==> src/rtl/program_memory_arbiter_pkg.sv <==
`timescale 1ns/1ps
`default_nettype none
// ============================================================================
// Module : prog_mem_arb_pkg
// Brief  : Shared types for the program-memory read arbiter.
// Rev    : 1.0
// ============================================================================
package prog_mem_arb_pkg;

    // The id field covers the largest supported requester count (8).
    localparam int c_max_req = 8;
    localparam int ID_W      = $clog2(c_max_req);

    typedef struct packed {
        logic            valid;
        logic [ID_W-1:0] id;
    } arb_tag_t;

endpackage
`default_nettype wire

==> src/rtl/program_memory_arbiter_rr_picker.sv <==
`timescale 1ns/1ps
`default_nettype none
// ============================================================================
// Module : rr_picker
// Brief  : Combinational round-robin pick, scanning from (ptr+1) mod NUM_REQ.
// Rev    : 1.0
// ============================================================================
module rr_picker #(
    parameter int NUM_REQ = 3,
    parameter int PTR_W   = $clog2(NUM_REQ)
) (
    input  logic [NUM_REQ-1:0] i_req,
    input  logic [PTR_W-1:0]   i_ptr,
    output logic [NUM_REQ-1:0] o_grant,
    output logic [PTR_W-1:0]   o_pick,
    output logic               o_any
);

    // Modulo by compare so non-power-of-two counts wrap correctly.
    function automatic logic [PTR_W-1:0] wrap_add(input logic [PTR_W-1:0] p, input int k);
        int s;
        s = int'(p) + k;
        if (s >= NUM_REQ) s = s - NUM_REQ;
        return PTR_W'(s);
    endfunction

    always_comb begin
        o_grant = '0;
        o_pick  = '0;
        o_any   = 1'b0;
        for (int k = 1; k <= NUM_REQ; k++) begin
            if (!o_any && i_req[wrap_add(i_ptr, k)]) begin
                o_any                      = 1'b1;
                o_pick                     = wrap_add(i_ptr, k);
                o_grant[wrap_add(i_ptr, k)] = 1'b1;
            end
        end
    end

endmodule
`default_nettype wire

==> src/rtl/program_memory_arbiter.sv <==
`timescale 1ns/1ps
`default_nettype none
// ============================================================================
// Module : program_memory_arbiter
// Brief  : Round-robin sharing of a fixed-latency program-memory read port,
//          with tagged routing of returned words to their issuers.
// Rev    : 1.0
// ============================================================================
module program_memory_arbiter
    import prog_mem_arb_pkg::*;
#(
    parameter int NUM_REQ      = 3,
    parameter int ADDR_WIDTH   = 32,
    parameter int DATA_WIDTH   = 32,
    parameter int READ_LATENCY = 2
) (
    input  logic                          clk_in,
    input  logic                          rst_n_in,
    input  logic                          enable_in,
    input  logic [NUM_REQ-1:0]            req_valid_in,
    input  logic [NUM_REQ*ADDR_WIDTH-1:0] req_addr_in,
    output logic [NUM_REQ-1:0]            req_ready_out,
    output logic [NUM_REQ-1:0]            rsp_valid_out,
    output logic [DATA_WIDTH-1:0]         rsp_data_out,
    output logic [ADDR_WIDTH-1:0]         mem_addr_out,
    output logic                          mem_read_request_out,
    input  logic [DATA_WIDTH-1:0]         mem_instr_in,
    input  logic                          mem_data_valid_in,
    output logic                          busy_out,
    output logic                          orphan_err_out
);

    localparam int c_ptr_w = $clog2(NUM_REQ);
    localparam int c_tail  = READ_LATENCY - 1;

    logic [c_ptr_w-1:0]    r_ptr;
    arb_tag_t              r_tag [READ_LATENCY];
    logic [NUM_REQ-1:0]    r_rsp_valid;
    logic [DATA_WIDTH-1:0] r_rsp_data;
    logic                  r_orphan;

    logic [NUM_REQ-1:0]    w_req;
    logic [NUM_REQ-1:0]    w_grant;
    logic [c_ptr_w-1:0]    w_pick;
    logic                  w_any;
    logic [ADDR_WIDTH-1:0] w_addr;
    logic [NUM_REQ-1:0]    w_tail_hit;
    logic [READ_LATENCY-1:0] w_stage_valid;

    assign w_req = enable_in ? req_valid_in : '0;

    rr_picker #(
        .NUM_REQ (NUM_REQ),
        .PTR_W   (c_ptr_w)
    ) u_picker (
        .i_req   (w_req),
        .i_ptr   (r_ptr),
        .o_grant (w_grant),
        .o_pick  (w_pick),
        .o_any   (w_any)
    );

    always_comb begin
        w_addr = '0;
        for (int i = 0; i < NUM_REQ; i++) begin
            if (w_grant[i]) w_addr = req_addr_in[i*ADDR_WIDTH +: ADDR_WIDTH];
        end
    end

    for (genvar gi = 0; gi < NUM_REQ; gi++) begin : g_tail_dec
        assign w_tail_hit[gi] = r_tag[c_tail].valid && (r_tag[c_tail].id == ID_W'(gi));
    end

    for (genvar gs = 0; gs < READ_LATENCY; gs++) begin : g_stage_valid
        assign w_stage_valid[gs] = r_tag[gs].valid;
    end

    always_ff @(posedge clk_in or negedge rst_n_in) begin
        if (!rst_n_in) begin
            r_ptr       <= c_ptr_w'(NUM_REQ - 1);
            r_rsp_valid <= '0;
            r_rsp_data  <= '0;
            r_orphan    <= 1'b0;
            for (int s = 0; s < READ_LATENCY; s++) r_tag[s] <= '0;
        end else begin
            if (w_any) r_ptr <= w_pick;

            r_tag[0] <= '{valid: w_any, id: ID_W'(w_pick)};
            for (int s = 1; s < READ_LATENCY; s++) r_tag[s] <= r_tag[s-1];

            // Tail with no returned word simply expires: that response is lost.
            r_rsp_valid <= mem_data_valid_in ? w_tail_hit : '0;
            if (mem_data_valid_in && r_tag[c_tail].valid) r_rsp_data <= mem_instr_in;
            if (mem_data_valid_in && !r_tag[c_tail].valid) r_orphan <= 1'b1;
        end
    end

    assign req_ready_out        = w_grant;
    assign mem_read_request_out = w_any;
    assign mem_addr_out         = w_addr;
    assign rsp_valid_out        = r_rsp_valid;
    assign rsp_data_out         = r_rsp_data;
    assign busy_out             = |w_stage_valid;
    assign orphan_err_out       = r_orphan;

endmodule
`default_nettype wire

==> config.mk <==
export PLATFORM = sky130hd
export DESIGN_NAME = program_memory_arbiter
export DESIGN_NICKNAME = d
export VERILOG_FILES = /design/src/rtl/program_memory_arbiter_pkg.sv /design/src/rtl/program_memory_arbiter_rr_picker.sv /design/src/rtl/program_memory_arbiter.sv
export SDC_FILE = /design/constraint.sdc
export NUM_CORES = 1
export LEC_CHECK = 0
export BUFFER_PORTS_ARGS = -buffer_cell sky130_fd_sc_hd__buf_2
export CORE_ASPECT_RATIO = 1.5
export CORE_UTILIZATION = 27
export CTS_BUF_LIST = sky130_fd_sc_hd__clkbuf_2 sky130_fd_sc_hd__clkbuf_4 sky130_fd_sc_hd__clkbuf_8
export CTS_CLUSTER_DIAMETER = 80
export CTS_CLUSTER_SIZE = 24
export DETAILED_ROUTE_END_ITERATION = 7
export MAX_ROUTING_LAYER = met4
export PLACE_DENSITY = 0.68
export SYNTH_ARGS = -nofsm -noshare
export SYNTH_HDL_FRONTEND = slang
export SYNTH_HIERARCHICAL = 1
export SYNTH_SLANG_ARGS = --single-unit
export TNS_END_PERCENT = 30
==> constraint.sdc <==
create_clock -name clk_in -period 3.2 [get_ports clk_in]
set_input_delay 0.64 -clock clk_in [delete_from_list [all_inputs] [get_ports clk_in]]
set_output_delay 0.64 -clock clk_in [all_outputs]
set_load 0.1 [all_outputs]
# Word level (Yosys, flattened, before mapping)

Cells that the tools add are included.

$add $sub $neg: 6
Magnitude comparators: 12
Equality and inequality tests: 2
Mux-type cells: 32
Bitwise gates (word level): 2
Reduce and logical (&&, ||, !) cells: 15

Operators by type and width:

| operator                                                                      | number |
|---|---|
| 32-bit two-way mux                                                            | 3 |
| 2-bit by 3-bit less-than comparator with 1-bit output (second input constant) | 6 |
| 2-bit two-way mux                                                             | 9 |
| 3-bit two-way mux                                                             | 5 |
| 1-bit logical AND                                                             | 10 |
| 3-bit by 2-bit >= comparator with 1-bit output (second input constant)        | 3 |
| 1-bit two-way mux                                                             | 9 |
| 2-bit by 2-bit adder with 3-bit output (second input constant)                | 2 |
| 1-bit binary-select mux with 2-bit select                                     | 3 |
| 1-bit demux with 2-bit select                                                 | 3 |
| 2-bit by 1-bit >= comparator with 1-bit output (second input constant)        | 3 |
| 3-bit bitwise OR                                                              | 2 |
| 2-bit by 1-bit subtractor with 2-bit output (second input constant)           | 2 |
| 2-bit by 1-bit adder with 3-bit output (second input constant)                | 1 |
| 1-bit zero test                                                               | 3 |
| 3-bit zero test                                                               | 1 |
| 2-bit by 1-bit == test with 1-bit output (second input constant)              | 1 |
| 2-bit == test (second input constant)                                         | 1 |
| 2-bit OR reduction                                                            | 1 |
| 2-bit subtractor (second input constant)                                      | 1 |

Register bits after elaboration: 44
Bits of input ports: 135
Output and inout port bits: 73
Word-level logic and storage cells: 77

# Logic depth before layout (Yosys ltp)

Word-level depth: 21
Mapped depth: 11
Gate-level depth less buffers: 8

# Cells and area by module

Netlist, hierarchy kept.

By module, submodules not included:

| module                 | times used | cells an instance | area each (um^2) |
|---|---|---|---|
| program_memory_arbiter | 1          | 236               | 2,523.7 |
| rr_picker              | 1          | 40                | 325.3 |

# Worst setup path before layout

No wires, ideal clock.

Path kind: reg2out
From: register r_ptr[1]
To: output port mem_addr_out[0]
Arrival time: 5,412 ps
Data required time: 2,560 ps
Setup slack: -2,852 ps
Stages on the path, launching flop included: 11
Path buffers: 2
Cells stage by stage: dfstp_2 inv_1 ha_1 buf_6 or3b_4 a21boi_4 nand2b_4 a31oi_1 buf_2 nand3b_1 a21oi_1

Longest elaborated chain between the ends: 16

RTL lines:

| element                                                                                                                                              | line                                   | RTL |
|---|---|---|
| start: declaration                                                                                                                                   | program_memory_arbiter.sv:36           | `logic [c_ptr_w-1:0] r_ptr;` |
| start signal: assignment                                                                                                                             | program_memory_arbiter.sv:80           | `r_ptr <= c_ptr_w'(NUM_REQ - 1);` |
| start signal: assignment                                                                                                                             | program_memory_arbiter.sv:86           | `if (w_any) r_ptr <= w_pick;` |
| 2-bit by 1-bit adder with 3-bit output                                                                                                               | program_memory_arbiter_rr_picker.sv:22 | `s = int'(p) + k;` |
| 3-bit by 2-bit >= comparator with 1-bit output / 2-bit subtractor (equally long branches)                                                            | program_memory_arbiter_rr_picker.sv:23 | `if (s >= NUM_REQ) s = s - NUM_REQ;` |
| 2-bit two-way mux                                                                                                                                    | program_memory_arbiter_rr_picker.sv:23 |  |
| 2-bit two-way mux                                                                                                                                    | program_memory_arbiter_rr_picker.sv:32 | `if (!o_any && i_req[wrap_add(i_ptr, k)]) begin` |
| 2-bit by 3-bit less-than comparator with 1-bit output (implied by the code) / 2-bit by 1-bit >= comparator with 1-bit output (equally long branches) | program_memory_arbiter_rr_picker.sv:35 | `o_grant[wrap_add(i_ptr, k)] = 1'b1;` |
| 1-bit logical AND (implied by the code)                                                                                                              | program_memory_arbiter_rr_picker.sv:35 |  |
| 1-bit two-way mux (implied by the code)                                                                                                              | program_memory_arbiter_rr_picker.sv:35 |  |
| 1-bit demux with 2-bit select                                                                                                                        | n/a                                    |  |
| 3-bit two-way mux                                                                                                                                    | program_memory_arbiter_rr_picker.sv:32 |  |
| 3-bit bitwise OR (no source line)                                                                                                                    | n/a                                    |  |
| 3-bit two-way mux                                                                                                                                    | program_memory_arbiter_rr_picker.sv:32 |  |
| 3-bit bitwise OR (no source line)                                                                                                                    | n/a                                    |  |
| 3-bit two-way mux *                                                                                                                                  | program_memory_arbiter_rr_picker.sv:32 |  |
| net req_ready_out[0]                                                                                                                                 | program_memory_arbiter.sv:22           | `output logic [NUM_REQ-1:0] req_ready_out,` |
| 32-bit two-way mux * (3 in a row)                                                                                                                    | program_memory_arbiter.sv:66           | `if (w_grant[i]) w_addr = req_addr_in[i*ADDR_WIDTH +: ADDR_WIDTH];` |
| end: declaration                                                                                                                                     | program_memory_arbiter.sv:25           | `output logic [ADDR_WIDTH-1:0] mem_addr_out,` |

Mark *: on every way through the listed nets, which the timed path passes. The rest lies on a longest branch. The select of a mux whose other input is x is not followed.

# Worst setup path after layout

From: register r_ptr[1]
To: output port mem_addr_out[23]

Longest elaborated chain between the ends: 16

RTL lines:

| element                                                                                                                                              | line |
|---|---|
| 2-bit by 1-bit adder with 3-bit output                                                                                                               | program_memory_arbiter_rr_picker.sv:22 |
| 3-bit by 2-bit >= comparator with 1-bit output / 2-bit subtractor (equally long branches)                                                            | program_memory_arbiter_rr_picker.sv:23 |
| 2-bit two-way mux                                                                                                                                    | program_memory_arbiter_rr_picker.sv:23 |
| 2-bit two-way mux                                                                                                                                    | program_memory_arbiter_rr_picker.sv:32 |
| 2-bit by 3-bit less-than comparator with 1-bit output (implied by the code) / 2-bit by 1-bit >= comparator with 1-bit output (equally long branches) | program_memory_arbiter_rr_picker.sv:35 |
| 1-bit logical AND (implied by the code)                                                                                                              | program_memory_arbiter_rr_picker.sv:35 |
| 1-bit two-way mux (implied by the code)                                                                                                              | program_memory_arbiter_rr_picker.sv:35 |
| 1-bit demux with 2-bit select                                                                                                                        | n/a |
| 3-bit two-way mux                                                                                                                                    | program_memory_arbiter_rr_picker.sv:32 |
| 3-bit bitwise OR (no source line)                                                                                                                    | n/a |
| 3-bit two-way mux                                                                                                                                    | program_memory_arbiter_rr_picker.sv:32 |
| 3-bit bitwise OR (no source line)                                                                                                                    | n/a |
| 3-bit two-way mux *                                                                                                                                  | program_memory_arbiter_rr_picker.sv:32 |
| 32-bit two-way mux (2 in a row)                                                                                                                      | program_memory_arbiter.sv:66 |
| 32-bit two-way mux *                                                                                                                                 | program_memory_arbiter.sv:66 |

Every way passes the cells marked *; elsewhere a longest branch is shown, timed or not. The select of a mux whose other input is x is not followed.

==> metrics <==
Hold Vio Cnt, Final=0; Reg2Reg Setup Slack=1050 ps; critical path arrival=2840 ps; fill count=871; post-synth cell types=34; CORE AREA=0.0102 mm^2; status=finished with violations; Hold Startpoint=r_tag[4]; Syn Nets=417; CP Class=flip-flop to primary output; period utilization=109%; Top-Level Pins=208; MaxCap Viol Count=0; share of layout cells above drive strength 1=73.9%; DIE AREA=0.0110 mm^2; FF+latch count, synth=44; synthesized area per cell=10.3 um^2; Inst Count DP=623; crit start category=flip-flop; fin cells=645; fin worst setup slack=-276 ps; gr usage total=18.3%; Avg WL per Cell=16.7 um; post-route ant nets=0; gp weighted congestion=0.922; final setup vio count=34; 1st-pass router iterations=6; crit path capture=mem_addr_out[23]; crit-path max FO=16; Slew HR=36.1%; initial antenna violation count=2; Die H=128 um; DRC violations left=0; Congestion Overflow GR=0; worst reg2reg endpoint=r_ptr[0]; critical path required time=2560 ps; maximum buffer depth of the clock tree=2; Worst setup EP type=primary output; Seq/Total Area, Yosys=38.7%; final net count=642; R2R depth=7; WL final=10.7 mm; Initial DRC Count=102; largest net degree at the start of global routing=66; Root Driver=clkbuf_8; Area Growth Syn to Fin=92.8%; Vias=3122; Mapped Cells=276; synth warn=6; # clock sinks=44; vias per cell=4.84; worst skew pair latency=300 ps; row cnt=45; Final Max Slew Viols=0; RSZ-0062 raised after global routing=yes; min cycle time layout=3480 ps; htree depth=2; Syn Std Cell Area=0.00285 mm^2; PortBufs=207; number of global-route vias before repair=3260; clock skew=2.85 ps; violated checks=setup timing; Setup crit start=r_ptr[1]; Die Wd=85.9 um; first-pass GRT wire length=15.2 mm; CTS tree=yes; Clk pin slew, worst setup/hold paths=70 ps; fmax=288 MHz; HP Class=flip-flop to flip-flop; setup_tns=-7920 ps; post-detail-place hpwl=7.55 mm; Worst Tran Pin Value=958 ps; Initial Util=28.0%; Crit Reg-Reg Startpoint=r_ptr[1]; CTS Buf Count=5
[synthesized netlist by cell type]
cell type / number / area share [%]
mux2_4: 28 / 15
mux2_2: 7 / 2.8
or3_1: 1 / 0.22
o211ai_1: 2 / 0.53
nor3_1: 1 / 0.18
nand2b_4: 1 / 0.48
clkbuf_1: 8 / 1.1
o21ai_1: 1 / 0.18
or3b_4: 1 / 0.40
nand2b_1: 1 / 0.22
buf_6: 4 / 1.6
a22oi_1: 2 / 0.53
o21a_1: 2 / 0.53
o311ai_0: 1 / 0.31
a31oi_1: 2 / 0.44
a21oi_1: 65 / 11
ha_1: 6 / 2.6
dfrtp_1: 43 / 38
nor3b_1: 2 / 0.53
mux2i_1: 3 / 1.1
nand2_4: 1 / 0.40
nand2_1: 3 / 0.40
nor2_1: 2 / 0.26
nor2b_1: 32 / 7.0
inv_1: 4 / 0.53
or2_2: 1 / 0.22
nand3_1: 3 / 0.53
a2111oi_0: 1 / 0.31
a21boi_4: 1 / 0.66
nand3b_1: 33 / 8.7
dfstp_2: 1 / 0.92
buf_2: 9 / 1.6
and2_1: 3 / 0.66
a21o_1: 1 / 0.26
[layout by cell type (no fill, tap or decap), types with 3 or more instances in the layout]
| cell type | instances |
|---|---|
| a21oi_2 | 26 |
| nand3b_1 | 33 |
| ha_1 | 3 |
| a21oi_1 | 7 |
| buf_4 | 18 |
| nor2b_1 | 22 |
| a21oi_4 | 32 |
| nor2b_2 | 10 |
| mux2_2 | 7 |
| buf_6 | 8 |
| dfrtp_1 | 43 |
| clkbuf_8 | 7 |
| buf_12 | 36 |
| inv_2 | 3 |
| and2_1 | 3 |
| mux2_4 | 28 |
| nand2_1 | 3 |
| buf_2 | 172 |
[layer usage]
layer / wire, um / share of wire [%] / vias up / track usage (%)
met5: 0 / 0 / - / -
met2: 5400 / 50 / 204 / 32.7
met1: 4210 / 39 / 1470 / 19.3
met4: 204 / 1.9 / 0 / 6.57
li1: - / - / 1432 / -
met3: 930 / 8.7 / 16 / 4.38
[area by class of cell]
cell class,count,area (um^2),share of cell area [%]
Multi-Input combinational cell,207,2180,39.7
Timing Repair Buffer,239,1910,34.8
Sequential cell,44,1100,20.1
Tap cell,141,176,3.21
Clock buffer,8,97.6,1.78
Inverter,4,15.0,0.273
Antenna cell,2,5.00,0.0911
[critical path: stages, from the launching register on]
cell	delay, ps
dfstp_2	560
inv_2	60
ha_4	310
mux2i_4	280
o21ai_2	100
buf_4	150
a22oi_2	230
buf_6	170
buf_16	170
a21oi_1	120
a21oi_4	190
buf_12	190
[worst min path at each step]
stage,end,cells past startpoint,slack [ps]
floorplan,r_tag[0],0,330
global placement,r_tag[1],0,330
detailed placement,r_tag[0],0,340
CTS,r_tag[0],0,360
global route,r_tag[0],0,360
finish,r_tag[0],0,350
[through the flow]
| stage | area (um^2) | util [%] | setup WS (ps) | hold WS, ps |
|---|---|---|---|---|
| final | 5490 | 53.9 | -276 | 352 |
| after detailed placement | 5060 | 49.6 | -281 | 339 |
| after floorplan | 3280 | - | -1480 | 331 |
| after global placement | 5060 | 49.6 | -140 | 335 |
| after global routing | 5490 | 53.9 | -406 | 363 |
| after CTS | 5290 | 51.9 | -285 | 357 |
[state kept, by name (all words and copies together) (netlist names)]
name,cells
rsp_valid_out,3
r_tag,6
r_ptr,2
rsp_data_out,32
orphan_err_out,1
[timing repair]
item,CTS,global route
setup endpoints to repair,34,36
pin swaps,7,30
resized for setup,10,50
hold buffers,0,0
gates cloned,2,4
buffers inserted,6,2
[cell families (layout without fill, tap and decap cells)]
logic type      count (synthesis)  count (layout)  synth area share [%]
compound gates                 78              78                  15.2
fa+ha+maj                       6               6                  2.63
buf+inv                        25             251                  4.74
flops                          44              44                  38.7
mux                            38              38                  18.6
other cells                     0               2                     0
simple gates                   85              85                  20.2
Power is left out: the tool's default activity adds up to more than one toggle a clock period on the data nets, which glitch-free logic cannot reach.
